--- src/rtl/mem_lsu_sbuf.sv ---
// MEM-stage load/store unit: stores post into a small FIFO and drain in the background,
// loads wait for the FIFO to empty, then issue and return sign/zero-extended data.
module mem_lsu_sbuf #(
    parameter int XLEN     = 32,
    parameter int SB_DEPTH = 4
) (
    input  logic                        clk,
    input  logic                        rst,
    input  logic                        is_bubbling,
    input  logic                        req_read,
    input  logic                        req_write,
    input  logic [2:0]                  req_funct3,
    input  logic [XLEN-1:0]             req_addr,
    input  logic [XLEN-1:0]             req_wdata,
    output logic                        stall,
    output logic                        load_valid,
    output logic [XLEN-1:0]             load_data,
    output logic                        misalign,
    output logic [$clog2(SB_DEPTH):0]   sb_count,
    output logic                        mem_read,
    output logic                        mem_write,
    output logic [XLEN-1:0]             mem_address,
    output logic [XLEN/8-1:0]           mem_byte_en,
    output logic [XLEN-1:0]             mem_wdata,
    input  logic                        mem_resp,
    input  logic [XLEN-1:0]             mem_rdata
);

    localparam int NB     = XLEN / 8;
    localparam int LANE_W = $clog2(NB);
    localparam int PTR_W  = $clog2(SB_DEPTH);
    localparam int CNT_W  = PTR_W + 1;

    typedef enum logic [1:0] {
        IDLE,
        ST_DRAIN,
        LD_REQ,
        LD_DONE
    } state_t;

    state_t state_reg, state_next;

    logic [PTR_W-1:0]  wr_ptr_reg, rd_ptr_reg;
    logic [CNT_W-1:0]  count_reg, count_next;

    logic [XLEN-1:0]   sb_addr_mem [SB_DEPTH];
    logic [XLEN-1:0]   sb_data_mem [SB_DEPTH];
    logic [NB-1:0]     sb_be_mem   [SB_DEPTH];

    logic [XLEN-1:0]   ld_addr_reg;
    logic [LANE_W-1:0] ld_lane_reg;
    logic [2:0]        ld_funct3_reg;
    logic [XLEN-1:0]   load_data_reg;

    // ---------------- request decode ----------------
    logic [1:0]        req_size;
    logic [LANE_W-1:0] req_lane;
    logic [3:0]        size_mask;
    logic              open_slot, req_active, req_bad;
    logic              st_req, ld_req, full, push, pop;
    logic [7:0]        be_base;
    logic [NB-1:0]     req_be;
    logic [XLEN-1:0]   req_aligned, req_wdata_lane;

    assign req_size   = req_funct3[1:0];
    assign req_lane   = req_addr[LANE_W-1:0];
    assign size_mask  = (4'd1 << req_size) - 4'd1;

    // The load being serviced owns the slot until LD_DONE consumes it, so the held
    // request lines are ignored there and cannot trigger a reissue.
    assign open_slot  = (state_reg == IDLE) || (state_reg == ST_DRAIN);
    assign req_active = (req_read | req_write) & ~is_bubbling & open_slot & rst;
    assign req_bad    = (({1'b0, req_addr[2:0]} & size_mask) != 4'd0) ||
                        ((XLEN == 32) && (req_size == 2'd3));

    assign misalign   = req_active & req_bad;
    assign st_req     = req_active & ~req_bad & req_write;
    assign ld_req     = req_active & ~req_bad & req_read & ~req_write;

    assign full       = (count_reg == CNT_W'(SB_DEPTH));
    assign push       = st_req & ~full;
    assign pop        = (state_reg == ST_DRAIN) & mem_resp;
    assign count_next = count_reg + CNT_W'(push) - CNT_W'(pop);

    always_comb begin
        be_base = 8'h01;
        case (req_size)
            2'd0:    be_base = 8'h01;
            2'd1:    be_base = 8'h03;
            2'd2:    be_base = 8'h0F;
            default: be_base = 8'hFF;
        endcase
    end

    assign req_be         = NB'(be_base) << req_lane;
    assign req_wdata_lane = req_wdata << {req_lane, 3'b000};
    assign req_aligned    = {req_addr[XLEN-1:LANE_W], {LANE_W{1'b0}}};

    // ---------------- store buffer ----------------
    generate
        for (genvar gi = 0; gi < SB_DEPTH; gi++) begin : g_sb_entry
            always_ff @(posedge clk) begin
                if (push && (wr_ptr_reg == PTR_W'(gi))) begin
                    sb_addr_mem[gi] <= req_aligned;
                    sb_data_mem[gi] <= req_wdata_lane;
                    sb_be_mem[gi]   <= req_be;
                end
            end
        end
    endgenerate

    always_ff @(posedge clk or negedge rst) begin
        if (!rst) begin
            wr_ptr_reg <= '0;
            rd_ptr_reg <= '0;
            count_reg  <= '0;
        end else begin
            if (push)
                wr_ptr_reg <= wr_ptr_reg + PTR_W'(1);
            if (pop)
                rd_ptr_reg <= rd_ptr_reg + PTR_W'(1);
            count_reg <= count_next;
        end
    end

    // ---------------- load extension ----------------
    logic [XLEN-1:0] ld_shifted, ld_mask, ld_ext;
    logic            ld_sign;

    // A field as wide as the bus shifts the one out entirely, so the mask wraps to all ones.
    assign ld_shifted = mem_rdata >> {ld_lane_reg, 3'b000};
    assign ld_mask    = (XLEN'(1) << (7'd8 << ld_funct3_reg[1:0])) - XLEN'(1);
    assign ld_sign    = |(ld_shifted & (ld_mask ^ (ld_mask >> 1)));
    assign ld_ext     = (ld_shifted & ld_mask) |
                        ((~ld_funct3_reg[2] & ld_sign) ? ~ld_mask : '0);

    always_ff @(posedge clk or negedge rst) begin
        if (!rst) begin
            ld_addr_reg   <= '0;
            ld_lane_reg   <= '0;
            ld_funct3_reg <= '0;
            load_data_reg <= '0;
        end else begin
            if ((state_reg == IDLE) && (count_reg == '0) && ld_req) begin
                ld_addr_reg   <= req_aligned;
                ld_lane_reg   <= req_lane;
                ld_funct3_reg <= req_funct3;
            end
            if ((state_reg == LD_REQ) && mem_resp)
                load_data_reg <= ld_ext;
        end
    end

    // ---------------- control FSM ----------------
    always_ff @(posedge clk or negedge rst) begin
        if (!rst)
            state_reg <= IDLE;
        else
            state_reg <= state_next;
    end

    always_comb begin
        state_next = state_reg;
        case (state_reg)
            IDLE: begin
                if (count_reg != '0)
                    state_next = ST_DRAIN;
                else if (ld_req)
                    state_next = LD_REQ;
            end
            ST_DRAIN: begin
                if (mem_resp)
                    state_next = (count_next != '0) ? ST_DRAIN : IDLE;
            end
            LD_REQ: begin
                if (mem_resp)
                    state_next = LD_DONE;
            end
            LD_DONE: begin
                state_next = (count_reg != '0) ? ST_DRAIN : IDLE;
            end
            default: state_next = IDLE;
        endcase
    end

    // A pending load stalls through the whole drain so stores always reach memory first.
    assign stall      = (st_req & full) | ld_req | (state_reg == LD_REQ);
    assign load_valid = (state_reg == LD_DONE);
    assign load_data  = load_data_reg;
    assign sb_count   = count_reg;

    assign mem_write   = (state_reg == ST_DRAIN);
    assign mem_read    = (state_reg == LD_REQ);
    assign mem_address = mem_write ? sb_addr_mem[rd_ptr_reg] :
                         (mem_read ? ld_addr_reg : '0);
    assign mem_byte_en = mem_write ? sb_be_mem[rd_ptr_reg] :
                         (mem_read ? '1 : '0);
    assign mem_wdata   = mem_write ? sb_data_mem[rd_ptr_reg] : '0;

endmodule

--- config.mk ---
export PLATFORM = sky130hd
export DESIGN_NAME = mem_lsu_sbuf
export DESIGN_NICKNAME = d
export VERILOG_FILES = /design/src/rtl/mem_lsu_sbuf.sv
export SDC_FILE = /design/constraint.sdc
export NUM_CORES = 1
export LEC_CHECK = 0
export CORE_UTILIZATION = 35
export CTS_CLUSTER_SIZE = 16
export DETAILED_ROUTE_END_ITERATION = 16
export PLACE_DENSITY = 0.6
export SYNTH_ARGS = -nofsm -noshare
export SYNTH_HDL_FRONTEND = slang
export SYNTH_SLANG_ARGS = --single-unit
--- constraint.sdc ---
create_clock -name clk -period 4.9 [get_ports clk]
set_clock_uncertainty 0.2 [all_clocks]
set_input_delay 0.98 -clock clk [delete_from_list [all_inputs] [get_ports clk]]
set_output_delay 0.98 -clock clk [all_outputs]
set_load 0.02 [all_outputs]
==> results.md <==
* Worst skew pair latency at 0.51 ns
* Dpl ws at 0.288 ns
* Synth Cell Area at 14300 um^2
* Post-DP HPWL at 21.3 mm
* Worst Path Max Fanout at 4
* Hold Vio Cnt, Final at 0
* Final Power at 9.19 mW
* Post-cts resize count at 0
* # DRC at 0
* Period utilization at 92.1%
* Commonest non-fill, non-tap cell in the layout: edfxtp_1
* Max-slew violations at 0
* WL per Instance at 20.8 um
* Die height at 204 um
* Max reg flops at 128
* Nets at 1164
* Synth area leader: edfxtp_1
* 1st-iter DRT viols at 422
* Final antenna-violating net count at 0
* # rows at 73
* Number of max-cap violations at 0
* Global Route Usage Sum at 16.3%
* Final Cell Area at 18300 um^2
* FF+latch count, synth at 340
* Share of the synthesized area in the top cell type at 55.4%
* Die width at 204 um
* WHS at 0.142 ns
* Relative max-transition margin at 34.6%
* Setup_tns at 0 ns
* Share of layout cells above drive strength 1 at 18.4%
* First-pass GRT wire length at 51.4 mm
* Post-Layout Cell Count at 1604
* CTS tree: done
* Worst Path Required at 3.72 ns
* I/O pin count at 213
* Critical Path Start Type: input port
* Synth unique cells at 45
* Final GP Congestion at 0.792
* Worst hold path class: in2async
* Via density at 5.05
* Commonest cells after routing, fill and taps aside: 264 x edfxtp_1, 208 x clkdlybuf4s50_1, 74 x dfrtp_1
* Worst VDD drop at 0.000327 V
* Post-CTS Setup Inserts at 0
* Root buffer cell: clkbuf_16
* Worst-Margin Slew at 0.981 ns
* Vias in the first global route at 8484
* Die Area at 41700 um^2
* Unrepaired setup endpoints after global routing: false
* Area contributors post-synth: edfxtp_1 55%, dfrtp_1 13%, mux4_2 10%
* DP Area at 17000 um^2
* Avg Cell Area, Syn at 17.1 um^2
* Ys async rst share at 22.4%
* Total CTS buffers at 38
* Fill count at 3568
* CTS clk-pin slew, worst paths at 0.06 ns
* Dpl cells at 1536
* IO buf count at 210
* Hold-fix buffers at CTS at 0
* Static leakage at 6.54 nW
* CTS HTree Levels at 2
* CP Capture Type: primary output
* Diodes inserted at 0
* Max Root-Sink Buffers at 3
* Initial Util at 35.7%
* DRT Wirelength at 33.4 mm
* Seq/Total Area, Yosys at 68.7%
* CP arrival at 3.33 ns
* Count of final setup violators at 0
* Antenna violations before repair at 1
* Min setup slack post-route at 0.387 ns
* Vias at 8108
* Synth warn at 0
* Pwr dens at 503 nW/um^2
* Post-synth EDFFs at 264
* Core footprint at 40000 um^2
* WS Path Type: in2out
* Largest net degree at the start of global routing at 67
* Outcome: complete, no violations
* Area growth, synth to finish at 27.7%
* Post-route minimum period at 4.51 ns
* Clk sink count at 340
* Final Core Density at 45.6%
* Achievable Freq at 0.222 GHz
* Drt pass-1 iters at 4
* Total gr overflow at 0
* Most used flip-flop cell after synthesis: edfxtp_1
* Post-Synthesis Cells at 837
area by class of cell:
type	count	area (um^2)	area share, %
sequential	340	9840	53.9
multi-input combinational	434	4190	22.9
timing repair buffer	231	2330	12.7
clock buffer	51	1040	5.70
tap	525	657	3.60
clock inverter	17	188	1.03
inverter	6	22.5	0.123
metal layers:
layer / up-vias / routed length (um) / GRT usage [%]
met5: - / 0 / 0
met4: 0 / 512 / 3.81
met1: 4142 / 15200 / 22.7
met3: 41 / 1670 / 2.71
li1: 3704 / - / -
met2: 221 / 15900 / 26.7
worst max-delay path: stages:
cell,delay (ns)
clkdlybuf4s50_1,0.46
or2_2,0.35
ha_1,0.28
nor2b_1,0.24
nor2_1,0.11
nor4_1,0.26
clkdlybuf4s50_1,0.67
cells in the mapped netlist (2+ instances only):
master     number
ha_1            7
o21ai_0        10
nor2_1         52
nand3_1         2
buf_1          11
a22o_1         30
dfrtp_1        76
a2111oi_0       8
a21oi_1        26
xnor2_1         4
edfxtp_1      264
o22a_1          8
mux2_2         44
and2_1         47
buf_2          18
nand2b_1        3
a211oi_1       23
inv_1           6
mux4_2         66
nand2_1        21
mux2i_1        32
clkbuf_1       22
nor4_1          2
buf_4           2
a21o_1          5
buf_6           5
and3_1          2
nor2b_1        22
and3b_1         2
xor2_1          2
final timing paths:
| path | depth (start not counted) | from | slack, ns | endpoint |
|---|---|---|---|---|
| min in group clk | 2 | load_data[7] | 0.30 | load_data[7] |
| max | 7 | req_funct3[0] | 0.39 | misalign |
| min reg2reg | 2 | load_data[7] | 0.30 | load_data[7] |
| max in group asynchronous | 2 | rst | 3.20 | ld_addr_reg[6] |
| min | 1 | rst | 0.14 | load_data[1] |
| max reg2reg | 9 | state_reg[0] | 1.82 | state_reg[0] |
power by group:
group	internal [mW]	switching [mW]	leakage, nW
Sequential	3.22	0.151	3.43
Clock	1.70	1.08	0.596
Combinational	1.57	1.47	2.52
Total	6.49	2.71	6.54
logic make-up after synthesis:
| logic type | after synthesis | synth area share (%) |
|---|---|---|
| adder cells (fa/ha/maj) | 9 | 0.831 |
| XOR/XNOR | 6 | 0.368 |
| AO/OA/AOI/OAI | 114 | 5.77 |
| AND/OR/NAND/NOR | 161 | 6.01 |
| buffers and inverters | 64 | 2.15 |
| flip-flops | 340 | 68.7 |
| multiplexers | 142 | 16.1 |
| other | 1 | 0.0262 |
Power figures use the tool's default switching activity.
